### src/rtl/deser32.sv
`default_nettype none
// ============================================================================
// Module   : deser32
// Brief    : Bit-serial to WIDTH-bit parallel word assembler with a
//            valid/ready handshake on both sides. An optional trailing
//            even-parity bit per word is enabled by defining DESER_PARITY_EN.
// Revision : 1.0 - initial release
// ============================================================================
module deser32 #(
   parameter int WIDTH     = 32,
   parameter bit MSB_FIRST = 1'b1
) (
   input  logic             clk,
   input  logic             rst,
   input  logic             i,
   input  logic             i_valid,
   output logic             i_ready,
   input  logic             flush,
   output logic [WIDTH-1:0] o,
   output logic             o_valid,
   input  logic             o_ready,
   output logic [4:0]       s
`ifdef DESER_PARITY_EN
   ,
   output logic             o_perr
`endif
);

   localparam int IDXW = (WIDTH > 1) ? $clog2(WIDTH) : 1;
   localparam logic [IDXW-1:0] c_start_idx = MSB_FIRST ? IDXW'(WIDTH-1) : '0;
   localparam logic [IDXW-1:0] c_end_idx   = MSB_FIRST ? '0 : IDXW'(WIDTH-1);
   localparam logic [IDXW-1:0] c_step      = IDXW'(1);

   localparam logic [0:0] c_st_fill = 1'b0;
   localparam logic [0:0] c_st_full = 1'b1;

   logic [0:0]       r_state;
   logic [IDXW-1:0]  r_idx;
   logic [WIDTH-1:0] r_shadow;
   logic [WIDTH-1:0] w_word;
   logic             w_in_xfer;
   logic             w_last;

`ifdef DESER_PARITY_EN
   logic r_par_slot;
   logic r_perr;

   // The parity slot follows the end-index data bit; the index parks there meanwhile.
   assign w_last = r_par_slot;
   assign o_perr = r_perr;
`else
   assign w_last = (r_idx == c_end_idx);
`endif

   assign o_valid   = (r_state == c_st_full);
   assign i_ready   = !o_valid | o_ready;
   assign w_in_xfer = i_valid & i_ready;
   assign s         = 5'(r_idx);

   always_comb begin
      w_word        = r_shadow;
      w_word[r_idx] = i;
   end

   always_ff @(posedge clk or posedge rst) begin
      if (rst) begin
         r_state  <= c_st_fill;
         r_idx    <= c_start_idx;
         r_shadow <= '0;
         o        <= '0;
`ifdef DESER_PARITY_EN
         r_par_slot <= 1'b0;
         r_perr     <= 1'b0;
`endif
      end else begin
         if (o_valid && o_ready) begin
            r_state <= c_st_fill;
         end

         if (flush) begin
            r_shadow <= '0;
            r_idx    <= c_start_idx;
`ifdef DESER_PARITY_EN
            r_par_slot <= 1'b0;
`endif
         end else if (w_in_xfer) begin
            if (w_last) begin
               r_state  <= c_st_full;
               r_idx    <= c_start_idx;
               r_shadow <= '0;
`ifdef DESER_PARITY_EN
               o          <= r_shadow;
               r_perr     <= (^r_shadow) ^ i;
               r_par_slot <= 1'b0;
`else
               o <= w_word;
`endif
            end else begin
               r_shadow <= w_word;
`ifdef DESER_PARITY_EN
               if (r_idx == c_end_idx) begin
                  r_par_slot <= 1'b1;
               end else begin
                  r_idx <= MSB_FIRST ? (r_idx - c_step) : (r_idx + c_step);
               end
`else
               r_idx <= MSB_FIRST ? (r_idx - c_step) : (r_idx + c_step);
`endif
            end
         end
      end
   end

endmodule
`default_nettype wire
### config.mk
export PLATFORM = sky130hd
export DESIGN_NAME = deser32
export DESIGN_NICKNAME = d
export VERILOG_FILES = /design/src/rtl/deser32.sv
export SDC_FILE = /design/constraint.sdc
export NUM_CORES = 1
export LEC_CHECK = 0
export BUFFER_PORTS_ARGS = -buffer_cell sky130_fd_sc_hd__buf_2
export CORE_MARGIN = 4
export CORE_UTILIZATION = 40
export DETAILED_ROUTE_END_ITERATION = 12
export PLACE_DENSITY = 0.62
export SYNTH_ARGS = -nofsm -noshare
export SYNTH_HDL_FRONTEND = slang
export SYNTH_SLANG_ARGS = --single-unit
### constraint.sdc
create_clock -name clk -period 5.9 [get_ports clk]
set_input_delay 0.295 -clock clk [delete_from_list [all_inputs] [get_ports clk]]
set_output_delay 0.295 -clock clk [all_outputs]
set_load 0.01 [all_outputs]
==> run_results.csv, run 1 <==
group,metric,value,unit
die,boundaryPins,45,
global_route,grt_pass1_wl,11.63,mm
pwr,total_power,1083,uW
pwr,p_leak,0.001784,uW
finish,drive_gt1_frac,0.2431,
routing,drt_iter0_drc,94,
timing,rsz0062_at_grt,"no",
synth,ys_ff_latch,70,
cts,cts_hold_buffers,0,
worst_hold_path,min_path_type,"input port to async pin",
worst_setup_path,worstSetupPathType,"register to register",
timing,period_needed,2.504,ns
cts,tritoncts,"yes",
routing,wl_per_cell,16.04,microns
timing,worstMarginPinSlew,0.9551,ns
finish,nNetsFinal,333,
outcome,status,"finished, final reports clean",
cts,cts_inserted_buffers,9,
global_route,antenna_found_initial,0,
routing,wirelength,6.897,mm
timing,fmax,399.3,MHz
finish,final_common_cell,"dfrtp_1",
routing,vias,2270,
timing,slew_headroom,0.3619,
place,io_buffers,44,
routing,detail_route.vias_per_cell,5.279,
worst_setup_path,cp-start-kind,"register",
synth,syn_area,0.003487,sq mm
flow_run,drv_cap,0,
finish,mostFrequentLayoutCells,"dfrtp_1, mux2i_1, buf_2, inv_1, o2bb2ai_1",
timing,post-route-period-util,0.4244,
worst_setup_path,crit_required,6.12,ns
finish,seq_area,0.001758,sq mm
timing,slew_viol_final,0,
worst_setup_path,worstPathArrival,2.73,ns
timing,tns,0,ns
die,dieArea,0.01028,sq mm
die,coreArea,0.008341,sq mm
synth,avgSynthCellArea,12.15,sq um
die,die_h,101.4,microns
cts,clock_latency,0.34,ns
cts,cts.path.max_buffers,2,
timing,worst_clock_skew,0.008355,ns
finish,final.fill_count,772,
synth,syn_inst,287,
pwr,ir_drop,98.62,uV
pwr,power_per_cell_area,269.8,mW/mm^2
finish,antenna_cells,0,
routing,drt_first_pass_iters,4,
synth,syn_nets,300,
worst_setup_path,cp-end-kind,"register",
cts,root_buffer,"clkbuf_8",
cts,cts_sinks,70,
synth,yosysUniqueCellTypes,30,
routing,route.detailed.drc,0,
die,num_rows,33,
cts,cts.clk_slew.worst_paths,0.08,ns
cts,cts_resized,0,
die,start_util,0.4181,
global_route,grt_max_degree,71,
timing,setup_violations,0,
global_route,gr-total-overflow,0,
finish,final_core_util,0.4815,
die,die-width,101.4,microns
synth,yosysWarnings,0,
global_route,first_global_vias,2269,
synth,seq_area_frac_synth,0.5041,
finish,areaGrowthSynthToFinish,15.18,%
place,dp_hpwl,4.169,mm
worst_setup_path,worst-path-max-fanout,33,
finish,multi_input_area,0.001491,sq mm
timing,hold_viol_final,0,
cts,cts_setup_buffers,0,
global_route,grt_usage,0.1433,
routing,postRouteAntennaNets,0,
place,gp_congestion,0.7755,
cts,h-tree-depth,3,
-- per-stage QoR --
step	hold slack [ns]	area [sq um]	instances	setup slack [ns]
6_report	0.2221	4016	430	3.396
5_1_grt	0.2913	4016	430	3.250
4_1_cts	0.2520	4016	430	3.387
3_5_place_dp	0.4730	3755	414	3.416
3_3_place_gp	0.4706	3755	414	3.469
2_1_floorplan	0.4554	3487	287	3.826
-- critical path, cell delays in order (launching register included) --
cell and delay [ns]:
dfstp_2 0.40, inv_1 0.15, ha_1 0.20, or4b_4 0.51, nor4_4 0.21, buf_4 0.48, mux2_2 0.40
-- synthesized netlist by cell type --
cell type  instances  area (sq um)
a2111oi_0          2         17.52
nor4bb_1          12         120.1
a22o_1             2         17.52
dfrtp_1           65          1627
dfstp_2            5         131.4
or4b_4             1         13.76
buf_6              3         33.78
o2bb2ai_1         30         262.8
or3b_2             3         26.28
nor2_1             1         3.750
nor2b_1            1         6.260
nor4_4             1         21.27
or3_1              1         6.260
nand4_1            4         25.02
a211oi_1           2         15.01
a22oi_1            1         7.510
nand2_1            1         3.750
nor4b_1            5         43.79
o31ai_1            2         15.01
buf_1              4         15.01
inv_1             35         131.4
mux2i_1           61         610.6
clkbuf_1          17         63.81
nor4_1             1         6.260
a21oi_1            1         5.000
nand4b_1          13         113.9
mux2_2             4         45.04
ha_1               7         87.58
or2_2              1         6.260
buf_2              1         5.000
-- layer usage --
layer  track usage  share of wire
met5             0              0
met4       0.05521          0.015
met3       0.03375          0.038
met2        0.2113           0.45
met1        0.2046           0.49
-- final timing paths --
kind                                    from            to  slack, ns  depth (start not counted)
worst max-delay path                    s[0]         o[29]       3.40                          6
worst min-delay path                     rst         o[10]       0.22                          3
worst max register to register          s[0]         o[29]       3.40                          6
worst min register to register  r_shadow[17]  r_shadow[17]       0.49                          1
max in group asynchronous                rst   r_shadow[1]       5.10                          3
min in group clk                       flush          s[4]       0.33                          2
-- final cells by class --
class                      instances  area share
sequential                        70      0.4377
multi-input combinational        157      0.3713
timing repair buffer              47     0.06044
clock inverter                     6     0.03333
inverter                          35     0.03271
tap                              105     0.03271
clock buffer                      10     0.03178
-- cell families after synthesis --
group,Yosys count,share of synthesized area
adder cells (fa/ha/maj),7,0.02512
multiplexers,65,0.1880
flip-flops,70,0.5041
AND/OR/NAND/NOR,45,0.1137
AO/OA/AOI/OAI,40,0.09759
buffers and inverters,60,0.07140
-- where the power goes --
| group | switching [uW] | internal, uW |
|---|---|---|
| sequential | 7.92 | 493 |
| clock | 186 | 324 |
| combinational | 48.1 | 25.1 |
| total | 242 | 842 |
-- flip-flops by register name, summed over array words and instances (netlist names) --
name / cells
s: 5
o_valid: 1
o: 32
r_shadow: 32
Power figures use the tool's default switching activity.
==> run 2: changes to the inputs <==
==> constraint.sdc (replaced) <==
create_clock -name clk -period 2.4 [get_ports clk]
set_input_delay 0.12 -clock clk [delete_from_list [all_inputs] [get_ports clk]]
set_output_delay 0.12 -clock clk [all_outputs]
set_load 0.01 [all_outputs]
==> run 2 against run 1 <==
Compared with the run above: worst hold slack got worse by 0.083 ns; register-to-register slack got worse by 3.2 ns; clock skew is 0.0040 ns higher; clock-buffer cell count is 2 higher; largest power group is now sequential cells; fmax grew 12%; core utilization up 0.51 points; power grew 120%; design area up 1.1%; sequential share of layout area fell by 0.46 points; cell count increased by 1.9%; critical path type unchanged.
==> run_results.csv, run 2 (same netlist as run 1, synthesis figures left out) <==
group,metric,value,unit
cts,cts_sinks,70,
place,io_buffers,44,
cts,cts.path.max_buffers,2,
worst_setup_path,worstPathArrival,2.45,ns
worst_setup_path,crit_required,2.62,ns
worst_setup_path,cp-end-kind,"register",
routing,wl_per_cell,17.18,microns
routing,dr.max_layer_used,"met4",
timing,period_needed,2.230,ns
flow_run,drv_cap,0,
place,placed_area,0.003850,sq mm
finish,final.fill_count,795,
cts,cts.clk_slew.worst_paths,0.07,ns
finish,nNetsFinal,341,
pwr,power_per_cell_area,583.2,mW/mm^2
timing,fmax,448.4,MHz
routing,route.detailed.drc,0,
global_route,grt_max_degree,42,
worst_setup_path,worstSetupPathType,"register to register",
place,placed_cells,421,
cts,tritoncts,"yes",
routing,wl_met1,3.681,mm
timing,slew_viol_final,0,
routing,detail_route.vias_per_cell,5.340,
finish,areaGrowthSynthToFinish,16.40,%
worst_setup_path,slowest_delay,0.51,ns
die,dieArea,0.01028,sq mm
global_route,first_global_vias,2419,
outcome,status,"finished, final reports clean",
routing,drt_first_pass_iters,4,
timing,holdWs,0.1390,ns
cts,clock_latency,0.34,ns
timing,post-route-period-util,0.9293,
die,num_rows,33,
worst_setup_path,crit_chain,"inv_1 -> ha_1 -> or4b_4 -> nor4_4 -> buf_12 -> mux2_2",
die,die_h,101.4,microns
routing,vias,2339,
pwr,p_leak,0.001803,uW
global_route,gr-total-overflow,0,
worst_setup_path,cp-start-kind,"register",
timing,worst_clock_skew,0.01231,ns
finish,drive_gt1_frac,0.2583,
die,boundaryPins,45,
global_route,grt_usage,0.1582,
die,coreArea,0.008341,sq mm
worst_setup_path,timing.rr.start,"s[0]",
routing,dr_wl_met3,308,microns
worst_setup_path,cp-startpoint,"s[0]",
pwr,ir_drop,396.9,uV
routing,drt_iter0_drc,148,
finish,stdcell_area,0.004059,sq mm
place,dp_hpwl,4.650,mm
timing,slew_headroom,0.5298,
routing,wl_met2,3.422,mm
timing,tns,0,ns
finish,finalNonFillerCells,438,
timing,rsz0062_at_grt,"no",
timing,setup_violations,0,
worst_setup_path,slowest_stage,"or4b_4",
finish,multi_input_area,0.001490,sq mm
timing,hold_viol_final,0,
finish,final_common_cell,"dfrtp_1",
global_route,grt_pass1_wl,12.81,mm
finish,mostFrequentLayoutCells,"dfrtp_1, mux2i_1, buf_2, inv_1, o2bb2ai_1",
worst_hold_path,hp-start,"flush",
timing,worstMarginPinSlew,0.7039,ns
place,gp_congestion,0.7414,
finish,antenna_cells,0,
cts,root_buffer,"clkbuf_8",
cts,h-tree-depth,3,
worst_setup_path,worst-path-max-fanout,19,
worst_setup_path,critPathBufInv,2,
worst_setup_path,worst_path_dominant_cell_family,"simple AND/OR/NAND/NOR gates",
routing,wirelength,7.526,mm
routing,postRouteAntennaNets,0,
cts,cts_inserted_buffers,9,
die,die-width,101.4,microns
worst_hold_path,min_path_type,"input port to register",
global_route,antenna_found_initial,0,
die,start_util,0.4181,
finish,seq_area,0.001758,sq mm
==> run 2: changes by cell type in the layout (fill, tap and decap cells not counted) <==
| cell | delta |
|---|---|
| buf_4 | +3 |
| a21oi_2 | +1 |
| buf_12 | +4 |
| nor4b_2 | +1 |
| a21oi_4 | -1 |
| clkinv_4 | -1 |
| dlygate4sd3_1 | +1 |
| clkinv_2 | +1 |
| clkbuf_8 | +1 |
| nor4b_1 | -1 |
| clkbuf_1 | +1 |
| bufinv_16 | -3 |
| clkinvlp_4 | +1 |
==> run 2: final cells by class <==
cell class | instances | share of cell area
clock buffer | 12 | 0.03576
clock inverter | 4 | 0.01171
timing repair buffer | 55 | 0.08755
tap | 105 | 0.03237
multi-input combinational | 157 | 0.3671
inverter | 35 | 0.03237
sequential | 70 | 0.4331
==> run 2: where the power goes <==
| part | internal [uW] | switching [uW] | total, uW | leakage (uW) |
|---|---|---|---|---|
| clock | 506 | 434 | 941 | 0.0000964 |
| combinational | 70.3 | 128 | 198 | 0.000868 |
| sequential | 1210 | 17.4 | 1230 | 0.000838 |
==> run 2: timing repair <==
action / CTS / global route
setup endpoints to repair: 0 / 3
setup buffers: 0 / 0
endpoints found under the hold margin: 28 / 0
resized for setup: 0 / 1
hold buffers: 1 / 0
==> run 2: worst register-to-register path, cell delays in order (launching register included) <==
cell and delay, ns:
dfstp_2 0.40, inv_1 0.16, ha_1 0.20, or4b_4 0.51, nor4_4 0.28, buf_12 0.23, mux2_2 0.35
==> run 2: path summary, 6_finish.rpt <==
| check | depth (start not counted) | to | slack [ns] |
|---|---|---|---|
| worst min-delay path | 2 | s[4] | 0.14 |
| worst max-delay path | 6 | o[29] | 0.17 |
| worst max register to register | 6 | o[29] | 0.17 |
| max in group asynchronous | 4 | s[0] | 1.24 |
| worst min register to register | 1 | r_shadow[19] | 0.49 |
| min in group asynchronous | 3 | o[13] | 0.43 |
==> run 2: metrics by stage <==
step	setup WS (ns)	utilization	total power, uW
after global placement	0.2238	0.4616	1451
after floorplan	0.3264	-	1368
after global routing	0.02773	0.4866	2472
after CTS	0.1722	0.4859	2405
final	0.1696	0.4866	2367
after detailed placement	0.1725	0.4616	1452
==> run 2: metal layers <==
layer / GRT usage / up-vias
met1: 0.2271 / 1166
met2: 0.2364 / 43
met5: 0 / -
met3: 0.02824 / 9
li1: - / 1121
met4: 0.06442 / 0
==> run 3: changes to the inputs <==
--- a/config.mk
+++ b/config.mk
@@ -7,9 +7,9 @@
 export LEC_CHECK = 0
 export BUFFER_PORTS_ARGS = -buffer_cell sky130_fd_sc_hd__buf_2
 export CORE_MARGIN = 4
-export CORE_UTILIZATION = 40
+export CORE_UTILIZATION = 58
 export DETAILED_ROUTE_END_ITERATION = 12
-export PLACE_DENSITY = 0.62
+export PLACE_DENSITY = 0.83
 export SYNTH_ARGS = -nofsm -noshare
 export SYNTH_HDL_FRONTEND = slang
 export SYNTH_SLANG_ARGS = --single-unit
==> run 3 against run 2 <==
Compared with the run above: clock power rose by 20%; fmax is 1.9% lower; global-route usage rose by 5.9 points.
==> run_results.csv, run 3 (same netlist as run 1, synthesis figures left out) <==
group,metric,value,unit
worst_hold_path,min_path_type,"input port to register",
finish,drive_gt1_frac,0.2613,
die,boundaryPins,45,
worst_setup_path,crit_chain,"inv_1 -> ha_1 -> or4b_4 -> nor4_4 -> buf_12 -> mux2_2",
cts,cts_inserted_buffers,9,
finish,mostFrequentLayoutCells,"dfrtp_1, mux2i_1, buf_2, inv_1, o2bb2ai_1",
timing,tns,0,ns
cts,clock_latency,0.35,ns
pwr,p_leak,0.001817,uW
finish,stdcell_area,0.004034,sq mm
cts,cts_sinks,70,
place,gp_congestion,0.7670,
routing,drt_first_pass_iters,4,
pwr,power_per_cell_area,631.3,mW/mm^2
cts,cts_setup_buffers,0,
finish,areaGrowthSynthToFinish,15.68,%
global_route,grt_usage,0.2167,
timing,slew_viol_final,0,
routing,drt_iter0_drc,176,
die,num_rows,27,
timing,rsz0062_at_grt,"no",
outcome,status,"finished, final reports clean",
global_route,grt_max_degree,39,
global_route,grt.met3_usage,0.04035,
finish,final.fill_count,403,
global_route,grt_pass1_wl,12.34,mm
worst_setup_path,worst-path-max-fanout,14,
worst_setup_path,worstSetupPathType,"register to register",
finish,nNetsFinal,341,
die,coreArea,0.005675,sq mm
routing,postRouteAntennaNets,0,
worst_setup_path,cp-end-kind,"register",
pwr,ir_drop,409.3,uV
die,die-width,85.54,microns
worst_setup_path,slowest_stage,"or4b_4",
timing,slew_headroom,0.4433,
routing,wl_per_cell,17.82,microns
die,die_h,85.54,microns
flow_run,drv_cap,0,
worst_setup_path,slowest_delay,0.51,ns
routing,detail_route.vias_per_cell,5.970,
global_route,grtUsageMet2,0.3347,
finish,antenna_cells,0,
timing,setup_violations,0,
place,io_buffers,44,
worst_setup_path,cp-start-kind,"register",
global_route,first_global_vias,2410,
timing,fmax,440.0,MHz
cts,cts.path.max_buffers,2,
finish,final_common_cell,"dfrtp_1",
cts,cts.clk_slew.worst_paths,0.07,ns
cts,root_buffer,"clkbuf_8",
cts,tritoncts,"yes",
timing,period_needed,2.273,ns
die,dieArea,0.007317,sq mm
global_route,antenna_found_initial,0,
routing,wirelength,7.219,mm
global_route,groute.layer.met1.usage,0.2915,
global_route,busiest_layer,"met2",
place,placed_area,0.003784,sq mm
worst_setup_path,worstPathArrival,2.51,ns
routing,route.detailed.drc,0,
worst_setup_path,crit_required,2.64,ns
global_route,gr-total-overflow,0,
place,dp_hpwl,4.440,mm
timing,worst_clock_skew,0.01012,ns
cts,h-tree-depth,3,
routing,vias,2418,
die,start_util,0.6144,
timing,worstMarginPinSlew,0.8235,ns
timing,hold_viol_final,0,
timing,post-route-period-util,0.9469,
run 3: changes by cell type in the layout (fill, tap and decap cells not counted), sizes merged:
| cell | change |
|---|---|
| bufinv | +2 |
| clkbuf | -3 |
| clkinv | +1 |
run 3: worst max-delay path: cells and delay by family, from the launching register on:
family / cells / cell delay, ns
buffers and inverters: 2 / 0.36
adder cells (fa/ha/maj): 1 / 0.20
AND/OR/NAND/NOR: 2 / 0.84
multiplexers: 1 / 0.34
flip-flops: 1 / 0.40
run 3: power breakdown:
group          total, uW  internal (uW)  leakage (uW)  switching, uW
registers           1230           1210      0.000838           17.6
logic                192           67.6      0.000860            124
clock network       1130            684      0.000119            442
run 3: repair_timing:
item,4_1_cts,5_1_grt
gates resized for setup,0,1
hold buffers,1,0
setup endpoints to repair,0,3
hold endpoints to repair,29,0
run 3: path summary, 6_finish.rpt:
kind                                   from     endpoint  slack [ns]  cells after the start
worst min-delay path                  flush         s[3]        0.12                      2
max in group asynchronous               rst         s[1]        1.27                      4
worst min register to register  r_shadow[9]  r_shadow[9]        0.49                      1
min in group asynchronous               rst        o[27]        0.42                      3
worst max register to register         s[0]        o[28]        0.13                      6
worst max-delay path                   s[0]        o[28]        0.13                      6
run 3: final cells by class:
cell class | instances | area [sq um] | area share
Sequential cell | 70 | 1758 | 0.4358
Multi-Input combinational cell | 157 | 1484 | 0.3679
Timing Repair Buffer | 55 | 334.1 | 0.08282
Inverter | 35 | 131.4 | 0.03257
Clock buffer | 9 | 123.9 | 0.03071
Clock inverter | 7 | 112.6 | 0.02792
Tap cell | 72 | 90.09 | 0.02233
run 3: metal layers:
layer	wire, microns	up-vias	share of wire
met1	3198	1220	0.44
li1	-	1129	-
met4	165	0	0.023
met5	0	-	0
met3	289	16	0.040
met2	3565	53	0.49
run 3: metrics by stage:
| stage | total power (uW) | setup WS (ns) | util | cells | hold slack, ns |
|---|---|---|---|---|---|
| after detailed placement | 1443 | 0.1299 | 0.6667 | 388 | 0.2741 |
| after global placement | 1438 | 0.2270 | 0.6667 | 388 | 0.2699 |
| final | 2547 | 0.1273 | 0.7108 | 405 | 0.1247 |
| after CTS | 2570 | 0.1175 | 0.7101 | 405 | 0.1112 |
| after global routing | 2653 | 0.03136 | 0.7108 | 405 | 0.1257 |
| after floorplan | 1368 | 0.3264 | - | 287 | 0.3695 |
